[src/rtl/dw_fifo_s1_sf.sv]
// Single-clock FIFO with static flag thresholds and active-low push/pop.
// Used as the data-return queue of the VRF read stage: read data is pushed
// by the delayed read-fire strobe and drained by the consumer's handshake.
// data_out is a combinational read of the head entry (no fall-through), and
// every flag is decoded from the registered word count.
module dw_fifo_s1_sf #(
    parameter int width    = 32,
    parameter int depth    = 4,
    parameter int ae_level = 1,
    parameter int af_level = 1,
    parameter int err_mode = 2
) (
    input  logic             clock,
    input  logic             reset,
    input  logic             push_req_n,
    input  logic             pop_req_n,
    input  logic             diag_n,
    input  logic [width-1:0] data_in,
    output logic             empty,
    output logic             almost_empty,
    output logic             half_full,
    output logic             almost_full,
    output logic             full,
    output logic             error,
    output logic [width-1:0] data_out
);

    localparam int ptrWidth = (depth > 1) ? $clog2(depth) : 1;
    localparam int cntWidth = $clog2(depth + 1);

    localparam logic [ptrWidth-1:0] lastPtr    = ptrWidth'(depth - 1);
    localparam logic [cntWidth-1:0] depthCount = cntWidth'(depth);
    localparam logic [cntWidth-1:0] aeCount    = cntWidth'(ae_level);
    localparam logic [cntWidth-1:0] hfCount    = cntWidth'((depth + 1) / 2);
    localparam logic [cntWidth-1:0] afCount    = cntWidth'(depth - af_level);

    logic [width-1:0]    storage [depth];
    logic [ptrWidth-1:0] readPtr;
    logic [ptrWidth-1:0] writePtr;
    logic [cntWidth-1:0] wordCount;
    logic                errorReg;

    logic pushReq;
    logic popReq;
    logic isEmpty;
    logic isFull;
    logic doPush;
    logic doPop;
    logic overflow;
    logic underflow;
    logic errorNext;

    // Decode requests; a push into a full queue is legal only alongside a pop,
    // which frees the head slot on the same edge.
    always_comb begin
        pushReq   = ~push_req_n;
        popReq    = ~pop_req_n;
        isEmpty   = (wordCount == '0);
        isFull    = (wordCount == depthCount);
        doPush    = pushReq & (~isFull | popReq);
        doPop     = popReq & ~isEmpty;
        overflow  = pushReq & ~popReq & isFull;
        underflow = popReq & isEmpty;
    end

    // Write the incoming word at the tail; storage is deliberately not reset.
    always_ff @(posedge clock) begin
        if (!reset && doPush) begin
            storage[writePtr] <= data_in;
        end
    end

    // Pointer and count state; pointers wrap explicitly so depth may be any value.
    always_ff @(posedge clock) begin
        if (reset) begin
            readPtr   <= '0;
            writePtr  <= '0;
            wordCount <= '0;
        end else begin
            if (doPush) begin
                writePtr <= (writePtr == lastPtr) ? '0 : writePtr + 1'b1;
            end
            if (doPop) begin
                readPtr <= (readPtr == lastPtr) ? '0 : readPtr + 1'b1;
            end
            case ({doPush, doPop})
                2'b10:   wordCount <= wordCount + 1'b1;
                2'b01:   wordCount <= wordCount - 1'b1;
                default: wordCount <= wordCount;
            endcase
        end
    end

    // Next error value: per-cycle, sticky, or sticky with diag_n clear.
    always_comb begin
        errorNext = errorReg;
        case (err_mode)
            0: begin
                if (overflow | underflow) begin
                    errorNext = 1'b1;
                end else if (!diag_n) begin
                    errorNext = 1'b0;
                end
            end
            1:       errorNext = errorReg | overflow | underflow;
            default: errorNext = overflow | underflow;
        endcase
    end

    // Error register.
    always_ff @(posedge clock) begin
        if (reset) begin
            errorReg <= 1'b0;
        end else begin
            errorReg <= errorNext;
        end
    end

    // Status flags and head-of-queue data from registered state.
    always_comb begin
        empty        = isEmpty;
        full         = isFull;
        almost_empty = (wordCount <= aeCount);
        half_full    = (wordCount >= hfCount);
        almost_full  = (wordCount >= afCount);
        error        = errorReg;
        data_out     = storage[readPtr];
    end

endmodule

[config.mk]
export PLATFORM = sky130hd
export DESIGN_NAME = dw_fifo_s1_sf
export DESIGN_NICKNAME = d
export VERILOG_FILES = /design/src/rtl/dw_fifo_s1_sf.sv
export SDC_FILE = /design/constraint.sdc
export NUM_CORES = 1
export LEC_CHECK = 0
export ABC_AREA = 0
export BUFFER_PORTS_ARGS = -buffer_cell sky130_fd_sc_hd__buf_2
export CAP_MARGIN = 15
export CORE_ASPECT_RATIO = 0.6
export CORE_UTILIZATION = 30
export DETAILED_ROUTE_END_ITERATION = 12
export GPL_TIMING_DRIVEN = 0
export HOLD_SLACK_MARGIN = 0.03
export SLEW_MARGIN = 20
export SYNTH_ARGS = -nofsm -noshare
export SYNTH_HDL_FRONTEND = slang
export SYNTH_SLANG_ARGS = --single-unit
[constraint.sdc]
create_clock -name clock -period 3.3 [get_ports clock]
set_input_delay 0.165 -clock clock [delete_from_list [all_inputs] [get_ports clock]]
set_output_delay 0.165 -clock clock [all_outputs]
set_load 0.01 [all_outputs]
==> flow_metrics.env, run 1 <==
export IMPL_max_cap_violations=0
export IMPL_drive_gt1_share_pct=41.91
export IMPL_r2r_end="storage[2][10]"
export IMPL_finalSetupViolations=0
export IMPL_slew_headroom_pct=64.42
export IMPL_die_h_um=104.6
export IMPL_fin_cells=611
export IMPL_fin_skew_ns=0.009915
export IMPL_leakage_nw=2.406
export IMPL_multiInputGateArea_um2=1129
export IMPL_syn_inst=237
export IMPL_powerDensity_nw_per_um2=697.4
export IMPL_viasPerCell=4.322
export IMPL_tightest_slew_ns=0.5337
export IMPL_hold_viol=0
export IMPL_fin_setup_tns_ns=0
export IMPL_fin_crit_sh_pct=69.64
export IMPL_drt_iter0_drc=217
export IMPL_syn_area_per_cell_um2=22.20
export IMPL_grt_max_degree=19
export IMPL_ys_flop_type="edfxtp_1"
export IMPL_rsz0062_at_grt="false"
export IMPL_seq_area_um2=4044
export IMPL_post_cts_buffers=0
export IMPL_wl_mm=9.736
export IMPL_vias=2641
export IMPL_gp_congestion=0.7142
export IMPL_hp_start="push_req_n"
export IMPL_io_pins=75
export IMPL_firstDrtPassIters=5
export IMPL_fin_crit_ns=2.298
export IMPL_fmax_ghz=0.4351
export IMPL_rows=37
export IMPL_yosys_cell_types_count=29
export IMPL_async_reset_ff_share_pct=0
export IMPL_placedCellCount=547
export IMPL_crit_path_cell_trace="inv_1 > ha_1 > a31oi_4 > inv_2 > nor2_1 > and2_2 > buf_16"
export IMPL_grtUsageTotal_pct=11.86
export IMPL_wl_per_cell_um=15.93
export IMPL_crit_buf_inv=3
export IMPL_cp_start_kind="flop"
export IMPL_critPathCaptureType="flop"
export IMPL_fillCellCount=1569
export IMPL_synth_nets=286
export IMPL_portBuffers=72
export IMPL_path_max_fanout=18
export IMPL_r2r_cells=7
export IMPL_cts_sinks=138
export IMPL_grt_overflow_total=0
export IMPL_cts_resized=0
export IMPL_grt_pass1_wl_mm=15.62
export IMPL_synth_area_um2=5263
export IMPL_crit_family="simple AND/OR/NAND/NOR gates"
export IMPL_cpMaxStageDelayCell="and2_2"
export IMPL_initial_core_util_pct=30.72
export IMPL_hold_path_end="writePtr[1]"
export IMPL_fin_area_um2=6912
export IMPL_slew_viol_final=0
export IMPL_timing_rr_start="wordCount[0]"
export IMPL_whs_ns=0.06095
export IMPL_drc_errors=0
export IMPL_rrSetupSlack_ns=1.00
export IMPL_max_stage_delay_ns=0.52
export IMPL_outcome="finished clean"
export IMPL_ctsHoldBuffers=32
export IMPL_dpl_hpwl_mm=6.290
export IMPL_path_depth=7
export IMPL_antennaDiodeCount=0
export IMPL_crit_required_ns=3.41
export IMPL_antenna_found_initial=0
export IMPL_critical_path_class="flop to flop"
export IMPL_cts_reportedPaths_clkPinSlew_ns=0.06
export IMPL_ir_drop_uv=311.4
export IMPL_clock_latency_ns=0.41
export IMPL_syn_to_final_growth_pct=31.34
export IMPL_yosysSeqAreaShare_pct=76.84
export IMPL_hold_depth=4
export IMPL_dieArea_um2=18090
export IMPL_ys_seq_elements=138
export IMPL_detail_route_antenna_nets=0
export IMPL_yosysWarningCount=0
export IMPL_nets=413
export IMPL_arrival_ns=2.41
export IMPL_cts_tree="done"
export IMPL_synth_edf_count=128
export IMPL_die_x_um=173.0
export IMPL_htree_levels=4
export IMPL_hold_path_class="primary input to flop"
export IMPL_fin_util_pct=40.35
export IMPL_dpl_cell_area_um2=6031
export IMPL_numCtsBuffers=17
export IMPL_grt_pass1_vias=2854
export IMPL_cts_root_buffer="clkbuf_16"
export IMPL_core_area_um2=17130
export IMPL_clock_path_buffers=2
==> cells in the final DEF, fill, tap and decap left out, types with 2 or more instances in the layout <==
cell / netlist / routed
clkbuf_16: 0 / 17
edfxtp_1: 128 / 128
nor2_1: 7 / 7
clkbuf_1: 1 / 2
dlygate4sd3_1: 0 / 32
ha_1: 12 / 12
dfxtp_1: 10 / 10
inv_1: 6 / 6
buf_2: 4 / 76
clkinvlp_4: 0 / 2
nand2_1: 3 / 3
inv_6: 0 / 6
a21oi_1: 5 / 5
mux4_2: 32 / 32
buf_16: 0 / 4
buf_6: 4 / 4
xor2_1: 2 / 2
o21ai_0: 4 / 4
and2_2: 1 / 5
inv_8: 0 / 3
==> cell usage after synthesis (2+ instances only) <==
| cell type | instances | area, µm² |
|---|---|---|
| nand2_1 | 3 | 11.26 |
| ha_1 | 12 | 150.1 |
| mux4_2 | 32 | 720.7 |
| o21ai_0 | 4 | 20.02 |
| a21oi_1 | 5 | 25.02 |
| buf_2 | 4 | 20.02 |
| and2_1 | 4 | 25.02 |
| buf_6 | 4 | 45.04 |
| dfxtp_1 | 10 | 200.2 |
| edfxtp_1 | 128 | 3844 |
| nor2_1 | 7 | 26.28 |
| xor2_1 | 2 | 17.52 |
| inv_1 | 6 | 22.52 |
==> layer usage <==
metal,up-vias,part of all wire [%],global-route usage (%)
met3,9,4.7,3.967
li1,1227,-,-
met2,67,48,18.78
met5,-,0,0
met4,0,0.96,4.551
met1,1338,47,15.09
==> kinds of logic after synthesis <==
kind of cell	synth area share, %
mux	13.69
xor+xnor	0.3329
simple gates	2.616
fa+ha+maj	2.853
flops	76.84
compound gates	1.855
buf+inv	1.807
==> power by group <==
part	internal [mW]	switching, mW
combinational	0.500	0.503
clock	0.996	0.785
sequential	2.00	0.0369
==> worst max-delay path by stage <==
stage | startpoint | to | slack [ns]
floorplan | wordCount[0] | storage[0][0] | 1.02
global route | wordCount[0] | storage[2][26] | 0.83
finish | wordCount[0] | storage[2][10] | 1.00
global placement | wordCount[0] | storage[0][30] | 0.27
detailed placement | wordCount[0] | storage[2][30] | 0.95
CTS | wordCount[0] | storage[2][26] | 0.94
==> worst min-delay path, stage by stage <==
cell and delay, ns:
buf_2 0.11, a31oi_4 0.04, nand2_1 0.06, a21oi_1 0.05
==> metrics by stage <==
stage / total power, mW / worst slack, ns
final: 4.820 / 1.002
after global routing: 5.064 / 0.8324
after CTS: 4.904 / 0.9433
after detailed placement: 3.071 / 0.9514
after global placement: 3.036 / 0.2716
after floorplan: 2.727 / 1.017
==> cell type report <==
type                            count  share of cell area [%]
Tap cell                          234                   4.236
Clock buffer                       18                   6.209
Clock inverter                     14                   1.901
Sequential cell                   138                   58.51
Multi-Input combinational cell     83                   16.33
Inverter                            7                  0.3802
Buffer                              9                  0.9957
Timing Repair Buffer              108                   11.44
==> state kept, by name, summed over array words and instances, names as in the netlist, named ones only <==
name / flops
storage: 128
wordCount: 3
readPtr: 2
writePtr: 2
error: 1
Power figures use the tool's default switching activity.
==> run 2, diff against run 1 <==
==> constraint.sdc (replaced) <==
create_clock -name clock -period 2 [get_ports clock]
set_input_delay 0.1 -clock clock [delete_from_list [all_inputs] [get_ports clock]]
set_output_delay 0.1 -clock clock [all_outputs]
set_load 0.01 [all_outputs]
==> flow_metrics.env, run 2 (same netlist as run 1, synthesis figures left out) <==
export IMPL_timing_rr_start="wordCount[0]"
export IMPL_crit_family="buffers and inverters"
export IMPL_crit_path_cell_trace="clkbuf_4 > buf_8 > mux4_2 > buf_2"
export IMPL_powerDensity_nw_per_um2=1171
export IMPL_cts_sinks=138
export IMPL_largest_reg_flops=128
export IMPL_rows=37
export IMPL_reg_largest_list="storage (128), wordCount (3)"
export IMPL_detail_route_antenna_nets=0
export IMPL_hold_path_class="primary input to flop"
export IMPL_slew_viol_final=0
export IMPL_grt_pass1_vias=2871
export IMPL_met3_usage_pct=4.112
export IMPL_critPathCaptureType="output port"
export IMPL_cp_start_kind="flop"
export IMPL_crit_required_ns=1.90
export IMPL_r2r_cells=7
export IMPL_drive_gt1_share_pct=44.42
export IMPL_drt_iter0_drc=157
export IMPL_busiest_layer="met2"
export IMPL_syn_to_final_growth_pct=37.45
export IMPL_numCtsBuffers=17
export IMPL_die_h_um=104.6
export IMPL_tightest_slew_ns=0.5913
export IMPL_clock_path_buffers=2
export IMPL_fin_crit_sh_pct=95.84
export IMPL_drc_errors=0
export IMPL_finalSetupViolations=0
export IMPL_dieArea_um2=18090
export IMPL_hp_start="pop_req_n"
export IMPL_cts_reportedPaths_clkPinSlew_ns=0.06
export IMPL_critical_path_class="flop to output port"
export IMPL_fin_setup_tns_ns=0
export IMPL_antennaDiodeCount=0
export IMPL_firstDrtPassIters=4
export IMPL_pre_cts_slack_ns=-0.4719
export IMPL_grt_max_degree=17
export IMPL_grt_pass1_wl_mm=16.42
export IMPL_cts_tree="done"
export IMPL_fmax_ghz=0.5217
export IMPL_final_cell_mix="edfxtp_1, buf_2, dlygate4sd3_1"
export IMPL_htree_levels=4
export IMPL_hold_depth=3
export IMPL_io_pins=75
export IMPL_initial_core_util_pct=30.72
export IMPL_finalPower_mw=8.471
export IMPL_cts_root_buffer="clkbuf_16"
export IMPL_regMostFlops="storage"
export IMPL_nets=430
export IMPL_die_x_um=173.0
export IMPL_grtUsageTotal_pct=12.72
export IMPL_cpMaxStageDelayCell="mux4_2"
export IMPL_postLayoutSetupSlackWorst_ns=0.08318
export IMPL_dpl_hpwl_mm=5.829
export IMPL_vias=2802
export IMPL_rrSetupSlack_ns=0.14
export IMPL_clock_latency_ns=0.41
export IMPL_wl_per_cell_um=17.09
export IMPL_crit_buf_inv=3
export IMPL_use_met1_pct=16.55
export IMPL_viasPerCell=4.462
export IMPL_fillCellCount=1542
export IMPL_hold_viol=0
export IMPL_leakage_nw=2.545
export IMPL_slew_headroom_pct=60.58
export IMPL_max_cap_violations=0
export IMPL_wl_mm=10.73
export IMPL_arrival_ns=1.82
export IMPL_r2r_end="storage[1][20]"
export IMPL_rsz0062_at_grt="true"
export IMPL_final_common_cell="edfxtp_1"
export IMPL_path_max_fanout=10
export IMPL_hold_path_end="readPtr[0]"
export IMPL_core_area_um2=17130
export IMPL_grt_use_met2_pct=20.02
export IMPL_fin_crit_ns=1.917
export IMPL_ir_drop_uv=382.9
export IMPL_grt_overflow_total=0
export IMPL_fin_skew_ns=0.009183
export IMPL_path_depth=4
export IMPL_outcome="finished clean"
export IMPL_antenna_found_initial=0
export IMPL_max_stage_delay_ns=0.55
export IMPL_multiInputGateArea_um2=1179
export IMPL_gp_congestion=0.7525
export IMPL_portBuffers=72
export IMPL_seq_area_um2=4045
## run 2: worst max path at each step
| stage | startpoint | endpoint |
|---|---|---|
| 2_1_floorplan | wordCount[0] | storage[0][0] |
| 3_3_place_gp | wordCount[0] | storage[3][18] |
| 3_5_place_dp | wordCount[0] | storage[3][2] |
| 4_1_cts | flop | data_out[23] |
| 5_1_grt | flop | data_out[23] |
| 6_report | flop | data_out[31] |
## run 2: power breakdown
group	switching (mW)	total [mW]	internal (mW)	leakage [nW]
registers	0.0593	3.36	3.30	1.24
logic	0.872	1.77	0.897	0.995
clock network	1.13	3.34	2.21	0.306
total	2.06	8.47	6.41	2.55
## run 2: per-layer routing
metal  up-vias  part of all wire [%]
li1       1274                     -
met1      1446                    47
met2        71                    47
met3        11                   5.1
met4         0                   1.0
met5         -                     0
## run 2: cell type report
class	instances	share of cell area, %
flip-flops and latches	138	55.92
multi-input cells	87	16.29
repair buffers	121	13.46
clock buffers	20	6.037
well taps	234	4.048
clock inverters	12	2.733
plain buffers	9	1.142
inverters	7	0.3633
## run 2: stage by stage
step	std cells	instance area (µm²)	util (%)	hold slack [ns]
2_1_floorplan	237	5268	-	0.1989
3_3_place_gp	543	5921	34.57	0.3090
3_5_place_dp	543	5921	34.57	0.3186
4_1_cts	628	7216	42.13	0.08995
5_1_grt	628	7233	42.23	0.1171
6_report	628	7233	42.23	0.1087
## run 2: timing repair
item	4_1_cts	5_1_grt
hold endpoints to repair	129	0
gates cloned	4	0
hold buffers	33	0
pin swaps	8	1
resized for setup	10	7
endpoints found under the setup margin	128	156
setup buffers	16	0
## run 2: worst min-delay path, stage by stage
cell,delay [ns]
buf_2,0.16
or4_1,0.13
a21oi_1,0.06
